===== src/rtl/casu_mr.sv =====
// casu_mr: multi-region runtime monitor for the openMSP430.
// Watches the PC, CPU data writes and DMA writes. Raises a registered reset
// request whenever execution leaves trusted code or the enabled executable
// regions, or a protected range is written illegally.
module casu_mr #(
  parameter int            AW            = 16,
  parameter int            N_ER          = 2,
  parameter int            IW            = 1,
  parameter logic [AW-1:0] SMEM_BASE     = 16'hA000,
  parameter logic [AW-1:0] SMEM_SIZE     = 16'h4000,
  parameter logic [AW-1:0] SCACHE_BASE   = 16'hFFDF,
  parameter logic [AW-1:0] SCACHE_SIZE   = 16'h0033,
  parameter logic [AW-1:0] EP_BASE       = 16'h0140,
  parameter logic [AW-1:0] EP_SIZE       = 16'h0003,
  parameter logic [AW-1:0] RESET_HANDLER = 16'h0000,
  parameter int            HOLD_CYCLES   = 4
) (
  input  logic          clk,
  input  logic          rst_n,
  input  logic [AW-1:0] pc,
  input  logic          data_wr,
  input  logic [AW-1:0] data_addr,
  input  logic          dma_en,
  input  logic [AW-1:0] dma_addr,
  input  logic          cfg_wr,
  input  logic [IW-1:0] cfg_idx,
  input  logic [AW-1:0] cfg_min,
  input  logic [AW-1:0] cfg_max,
  input  logic          cfg_en,
  output logic          reset,
  output logic [2:0]    viol_cause,
  output logic [7:0]    viol_cnt,
  output logic [1:0]    state_o
);

  typedef enum logic [1:0] {
    KILL_HOLD = 2'd0,
    KILL_WAIT = 2'd1,
    RUN       = 2'd2
  } state_t;

  localparam int            HW        = (HOLD_CYCLES > 1) ? $clog2(HOLD_CYCLES) : 1;
  localparam logic [HW-1:0] HOLD_INIT = HW'(HOLD_CYCLES - 1);

  // Fixed range test: [base, base+size-2], top computed one bit wider so a
  // range touching the top of the address space does not wrap.
  function automatic logic in_range(input logic [AW-1:0] addr,
                                    input logic [AW-1:0] base,
                                    input logic [AW-1:0] size);
    logic [AW:0] top;
    top = {1'b0, base} + {1'b0, size} - (AW+1)'(2);
    return (size >= AW'(2)) && (addr >= base) && ({1'b0, addr} <= top);
  endfunction

  state_t        state;
  logic [HW-1:0] hold_cnt;

  logic [AW-1:0] er_min [N_ER];
  logic [AW-1:0] er_max [N_ER];
  logic          er_en  [N_ER];

  logic          pc_in_casu;
  logic          pc_in_er;
  logic          data_in_er;
  logic          dma_in_er;
  logic          data_in_p;
  logic          dma_in_p;
  logic [2:0]    cause;
  logic          violation;

  // Region membership against the currently stored ER bounds.
  always_comb begin
    // NOTE: every always_comb output gets a default first so no path can infer a latch.
    pc_in_er   = 1'b0;
    data_in_er = 1'b0;
    dma_in_er  = 1'b0;
    for (int i = 0; i < N_ER; i++) begin
      if (er_en[i] && pc >= er_min[i] && pc <= er_max[i])               pc_in_er   = 1'b1;
      if (er_en[i] && data_addr >= er_min[i] && data_addr <= er_max[i]) data_in_er = 1'b1;
      if (er_en[i] && dma_addr >= er_min[i] && dma_addr <= er_max[i])   dma_in_er  = 1'b1;
    end
  end

  assign pc_in_casu = in_range(pc, SMEM_BASE, SMEM_SIZE);
  assign data_in_p  = data_in_er
                    || in_range(data_addr, SCACHE_BASE, SCACHE_SIZE)
                    || in_range(data_addr, EP_BASE, EP_SIZE);
  assign dma_in_p   = dma_in_er
                    || in_range(dma_addr, SCACHE_BASE, SCACHE_SIZE)
                    || in_range(dma_addr, EP_BASE, EP_SIZE);

  // Violation cause; assignments run from highest code to lowest so the
  // lowest firing code wins.
  always_comb begin
    cause = 3'd0;
    if (cfg_wr && !pc_in_casu)                             cause = 3'd4;
    if (!pc_in_casu && !pc_in_er && pc != RESET_HANDLER)   cause = 3'd3;
    if (dma_en && dma_in_p)                                cause = 3'd2;
    if (data_wr && data_in_p && !pc_in_casu)               cause = 3'd1;
  end

  assign violation = (cause != 3'd0);

  // ER configuration registers: only trusted code may load them.
  always_ff @(posedge clk) begin
    if (!rst_n) begin
      // NOTE: these small register arrays have defined reset values (all regions disabled and empty), so they are reset unlike a RAM.
      for (int i = 0; i < N_ER; i++) begin
        er_min[i] <= '1;
        er_max[i] <= '0;
        er_en[i]  <= 1'b0;
      end
    end else if (cfg_wr && pc_in_casu) begin
      for (int i = 0; i < N_ER; i++) begin
        if (cfg_idx == IW'(i)) begin
          er_min[i] <= cfg_min;
          er_max[i] <= cfg_max;
          er_en[i]  <= cfg_en;
        end
      end
    end
  end

  // Monitor FSM with registered reset request, cause latch and counter.
  always_ff @(posedge clk) begin
    if (!rst_n) begin
      // NOTE: sequential state uses non-blocking assignments so every register samples pre-edge values.
      state      <= KILL_HOLD;
      hold_cnt   <= HOLD_INIT;
      reset      <= 1'b1;
      viol_cause <= 3'd0;
      viol_cnt   <= 8'd0;
    end else begin
      case (state)
        KILL_HOLD: begin
          reset <= 1'b1;
          if (hold_cnt == '0) state    <= KILL_WAIT;
          else                hold_cnt <= hold_cnt - 1'b1;
        end
        KILL_WAIT: begin
          if (pc == RESET_HANDLER && !violation) begin
            state <= RUN;
            reset <= 1'b0;
          end
        end
        RUN: begin
          if (violation) begin
            state      <= KILL_HOLD;
            hold_cnt   <= HOLD_INIT;
            reset      <= 1'b1;
            viol_cause <= cause;
            if (viol_cnt != 8'hFF) viol_cnt <= viol_cnt + 8'd1;
          end
        end
        default: begin
          state    <= KILL_HOLD;
          hold_cnt <= HOLD_INIT;
          reset    <= 1'b1;
        end
      endcase
    end
  end

  assign state_o = state;

endmodule

===== config.mk =====
export PLATFORM = sky130hd
export DESIGN_NAME = casu_mr
export DESIGN_NICKNAME = d
export VERILOG_FILES = /design/src/rtl/casu_mr.sv
export SDC_FILE = /design/constraint.sdc
export NUM_CORES = 1
export LEC_CHECK = 0
export ABC_AREA = 1
export CORE_MARGIN = 4
export CORE_UTILIZATION = 55
export DETAILED_ROUTE_END_ITERATION = 7
export PLACE_DENSITY_LB_ADDON = 0.3
export SLEW_MARGIN = 20
export SYNTH_ARGS = -nofsm -noshare
export SYNTH_HDL_FRONTEND = slang
export SYNTH_SLANG_ARGS = --single-unit

===== constraint.sdc =====
create_clock -name clk -period 4.8 [get_ports clk]
set_input_delay 0.72 -clock clk [delete_from_list [all_inputs] [get_ports clk]]
set_output_delay 0.72 -clock clk [all_outputs]
set_load 0.01 [all_outputs]

# Word level (Yosys, flattened, before mapping)
# Memories as Yosys holds them, arrays and structs flattened.
# Index checks and enable logic that the tools add are counted.
# word_totals
reg_bits	16
mem_bits_rw	66
in_bits	87
out_inout_bits	14
mem_count	3
# memory_table
memory	words	width	read_ports	rd_clocked_by_memory_dff	wr	line	rtl
er_max	2	16	2	0	2	59	logic [AW-1:0] er_max [N_ER];
er_min	2	16	2	0	2	58	logic [AW-1:0] er_min [N_ER];
er_en	2	1	2	0	2	60	logic er_en [N_ER];
# op_classes
addsub	2
magnitude_cmp	22
n_eq_ne	7
n_mux	35
bitwise_logic	7
reduce_logical	42
# ops
operator	count
$ge 16x16->1	6
$le 16x16->1	6
$mux 16	4
$ge 16x16->1 const B	3
$le 16x17->1 const B	2
$ge 16x9->1 const B	2
$le 16x9->1 const B	2
$logic_and 1x1->1	25
$mux 1	19
$le 16x16->1 const B	1
$logic_not 16->1	1
$reduce_bool 16->1	1
$mux 3	4
$pmux 2 s3	2
$mux 2	5
$reduce_and 3->1	3
$add 8x1->8 const B	1
$ne 2x2->1 const B	4
$ne 8x8->1 const B	1
$or 1x1->1	6
$logic_not 2->1	2
$logic_or 1x1->1	4
$reduce_and 2->1	2
$logic_not 1->1	3
other kinds (6)	6

# Logic depth before layout (Yosys ltp)
# logic_depth
word_depth	16
mapped_depth	22

# Least setup slack after synthesis
# OpenSTA, ideal clock, no wires.
# synth_path
path_type	input port to flip-flop
from	input port pc[9]
to	memory er_en[0][0] (enable)
setup_ns	0.469
t_arrival_ns	3.565
t_required_ns	4.331
setup_slack_ns	0.766
stages	9
path_cell_list	nand4_1 -> nor2_1 -> nand2_1 -> nand2_1 -> nand2_1 -> nand2_2 -> nor2_1 -> inv_1 -> o21ai_0
# synth_lines
item	line	rtl
from (decl)	20	input logic [AW-1:0] pc,
to (decl)	60	

==> key figures <==
Run status
  • Status: completed

Worst setup path
  • Arrival @ worst endpoint: 3.11 ns
  • Cell chain of the critical path: clkdlybuf4s50_1 -> nand4_1 -> nor2_1 -> nand2_1 -> nand2_1 -> nand2_1 -> nand2_2 -> nor2_1 -> inv_1 -> nor2_1 -> inv_1 -> nor2_1
  • Reg2Reg Launch Point: er_min[0][13]
  • Crit start category: input pin
  • Cell mode on critical path: nor2_1
  • Setup Crit Path Kind: in2reg
  • Buf/Inv on CP: 3
  • CP max-delay cell: inv_1
  • Crit Path Max Fanout: 33
  • CP Capture Type: register
  • Crit path from: pc[4]
  • CP max stage delay: approximately 0.73 ns
  • Largest delay share family, worst path: buffers and inverters
  • Worst Path Required: 4.84 ns

Floorplan
  • Die span in y: 129.4 um
  • Core Region: 14480 um2
  • # IOs: 101
  • Die W: 129.4 um
  • Rows: 44
  • Initial Util: about 56%
  • Die area: 16730 um2

Synth
  • Post-synthesis simple-gate area fraction: about a quarter
  • Synthesized area: 8100 um2
  • Syn_area_per_cell: about 8 um2
  • Post-synth cell types: 33
  • XOR/XNOR share of the synthesized area: less than 1%
  • Largest family of logic cells by synthesized area: adder cells
  • Post-Syn Nets: ~1300
  • Post-synthesis compound-gate area fraction: 9.237%
  • Sequential-to-total area share from yosys stat: approximately 28%
  • Ys Warns: 0
  • Synth Area in Adders: between 20% and 30%
  • Mux cell area share after synthesis: 0%
  • Post-synthesis cell count: 1024
  • Synthesized flop and latch total: 82

Placement
  • Placed instance area: 9331 um2
  • Post-DP HPWL: 17820 um
  • Final GP Congestion: 1.004
  • PortBufs: 100

STA
  • Setup TNS: 0 ns
  • Clock Skew: 0.008865 ns
  • Endpoints failing hold: 0
  • Final setup violation count: 0
  • Max-slew violations: 0
  • RSZ-0062 raised after global routing: no
  • Max_slew headroom: 33.64%
  • Final cycle utilization of the critical path: between 60% and 70%
  • Worst Max-Slew Pin Slew: slightly below 1 ns
  • Final min period: 3.070 ns
  • Max Clk Rate: 325.8 MHz
  • Hold WS: 0.4502 ns

Clock tree
  • CTS clock-pin slew for the worst setup and hold paths: 0.06 ns
  • H-Tree Depth: 3
  • Maximum buffer depth of the clock tree: 2
  • CTS tree: built
  • CTS sink count: 82
  • Clock Tree Root: clkbuf_16
  • Post-CTS sizing: 0
  • Cts bufs inserted: 9
  • Hold_buf cts: 0
  • Clk_lat worst skew: 0.34 ns
  • Postcts setup bufs: 0

Final layout
  • Diode count: 0
  • Final #Nets: 1413
  • Final instance area: 9668 um2
  • Synthesis-to-finish area growth: 19.35%
  • Layout cell share with drive strength beyond 1: 4.749%
  • Fillers: 1204
  • Most common cell after layout, fill and taps aside: nand2_1
  • Most frequent cells in the layout: nand2_1 (231), ha_1 (194), inv_1 (166)

Global route
  • Global route total overflow: 0
  • Vias in the first global route: about 7100
  • Initial antenna violation count: 0
  • Gr usage total: a little over a quarter
  • First-pass GRT wire length: 35570 um
  • Pin count of the biggest net entering global routing: 34

Routing
  • Vias/cell: 5.513
  • DRC: 0
  • DR vias: 7283
  • Final antenna-violating net count: 0
  • Drt pass-1 iters: 5
  • WL final: 22110 um
  • Initial DRC count: 531
  • Wire per inst: 16.74 um

Power and ir drop
  • Pwr Density: 241.0 nW/um2
  • VDD IR max: 0.2206 mV
  • Leakage: 4.909 nW
  • Design Power: 0.002330 W

Flow run
  • MaxCap Viol Count: 0

Min path
  • Hold Startpoint: reset
  • Hold crit path type: reg2reg
[registers in the layout, summed over array words and instances (netlist names)]
signal	flops
reset	1
state_o	2
viol_cause	3
er_min	32
viol_cnt	8
hold_cnt	2
er_en	2
er_max	32
[path summary, 6_finish.rpt]
| check | endpoint | slack (ns) | cells after the start |
|---|---|---|---|
| worst max-delay path | er_max[0][23] | 1.73 | 12 |
| worst min-delay path | reset | 0.45 | 2 |
| worst max register to register | reset | 2.31 | 18 |
| worst min register to register | reset | 0.45 | 2 |
[cells in the mapped netlist]
cell	instances	area (um2)
nor2_2	1	6.260
o21bai_1	11	82.58
nor3_1	4	20.02
nor3_2	4	40.04
o21a_1	8	60.06
nand2_2	3	18.77
nand3_2	4	40.04
o21ai_0	24	120.1
or2_2	16	100.1
nand2_1	231	867.1
nor2_1	82	307.8
and3_1	1	6.260
nand3_4	1	17.52
clkbuf_1	5	18.77
nand3b_1	2	15.01
a21oi_1	94	470.5
a21o_1	1	7.510
inv_1	166	623.1
a21boi_0	1	7.510
clkinv_1	1	3.750
edfxtp_1	66	1982
nand3_1	36	180.2
nand2_4	1	11.26
dfxtp_1	16	320.3
nor2_4	1	11.26
ha_1	194	2427
inv_2	3	11.26
and2_1	1	6.260
xor2_1	4	35.03
nand4_4	1	21.27
nor4_1	10	62.56
xnor2_1	2	17.52
nand4_1	29	181.4
[layout make-up]
class                           count  area [um2]  area share (%)
Clock buffer                       10       239.0           2.472
Clock inverter                      6       70.07          0.7247
Inverter                          170       638.1           6.600
Multi-Input combinational cell    767        5152           53.29
Sequential cell                    82        2302           23.81
Tap cell                          184       230.2           2.381
Timing Repair Buffer              102        1036           10.72
[metrics by stage]
step	std cells	setup slack (ns)	util, %
after floorplan	1024	0.7662	-
after global placement	1304	1.514	64.45
after detailed placement	1304	1.403	64.45
after CTS	1320	1.758	66.58
after global routing	1321	1.445	66.77
final	1321	1.730	66.77
[worst reg2reg max path: cells and delay by family, from the launching register on]
kind                     cells  cell delay, ns
flip-flops                   1            0.36
adder cells (fa/ha/maj)      1            0.29
buffers and inverters        4            0.34
AO/OA/AOI/OAI                2            0.25
AND/OR/NAND/NOR             11            1.14
[kinds of logic after synthesis]
group                    Yosys count
buffers and inverters            175
XOR/XNOR                           6
adder cells (fa/ha/maj)          194
AND/OR/NAND/NOR                  428
flip-flops                        82
AO/OA/AOI/OAI                    139
[report_power, final]
part / internal (W) / switching [W] / total, W
clock: 0.000424 / 0.000293 / 0.000717
combinational: 0.000308 / 0.000456 / 0.000764
sequential: 0.000825 / 0.0000247 / 0.000850
[per-layer routing]
layer  vias up  GRT usage, %  share of wire, %
met5         -             0                 0
met2       294         43.38                44
met3        49         5.235               8.2
li1       3668             -                 -
met1      3272         37.99                46
met4         0         7.844               2.3
Power figures use the tool's default switching activity.
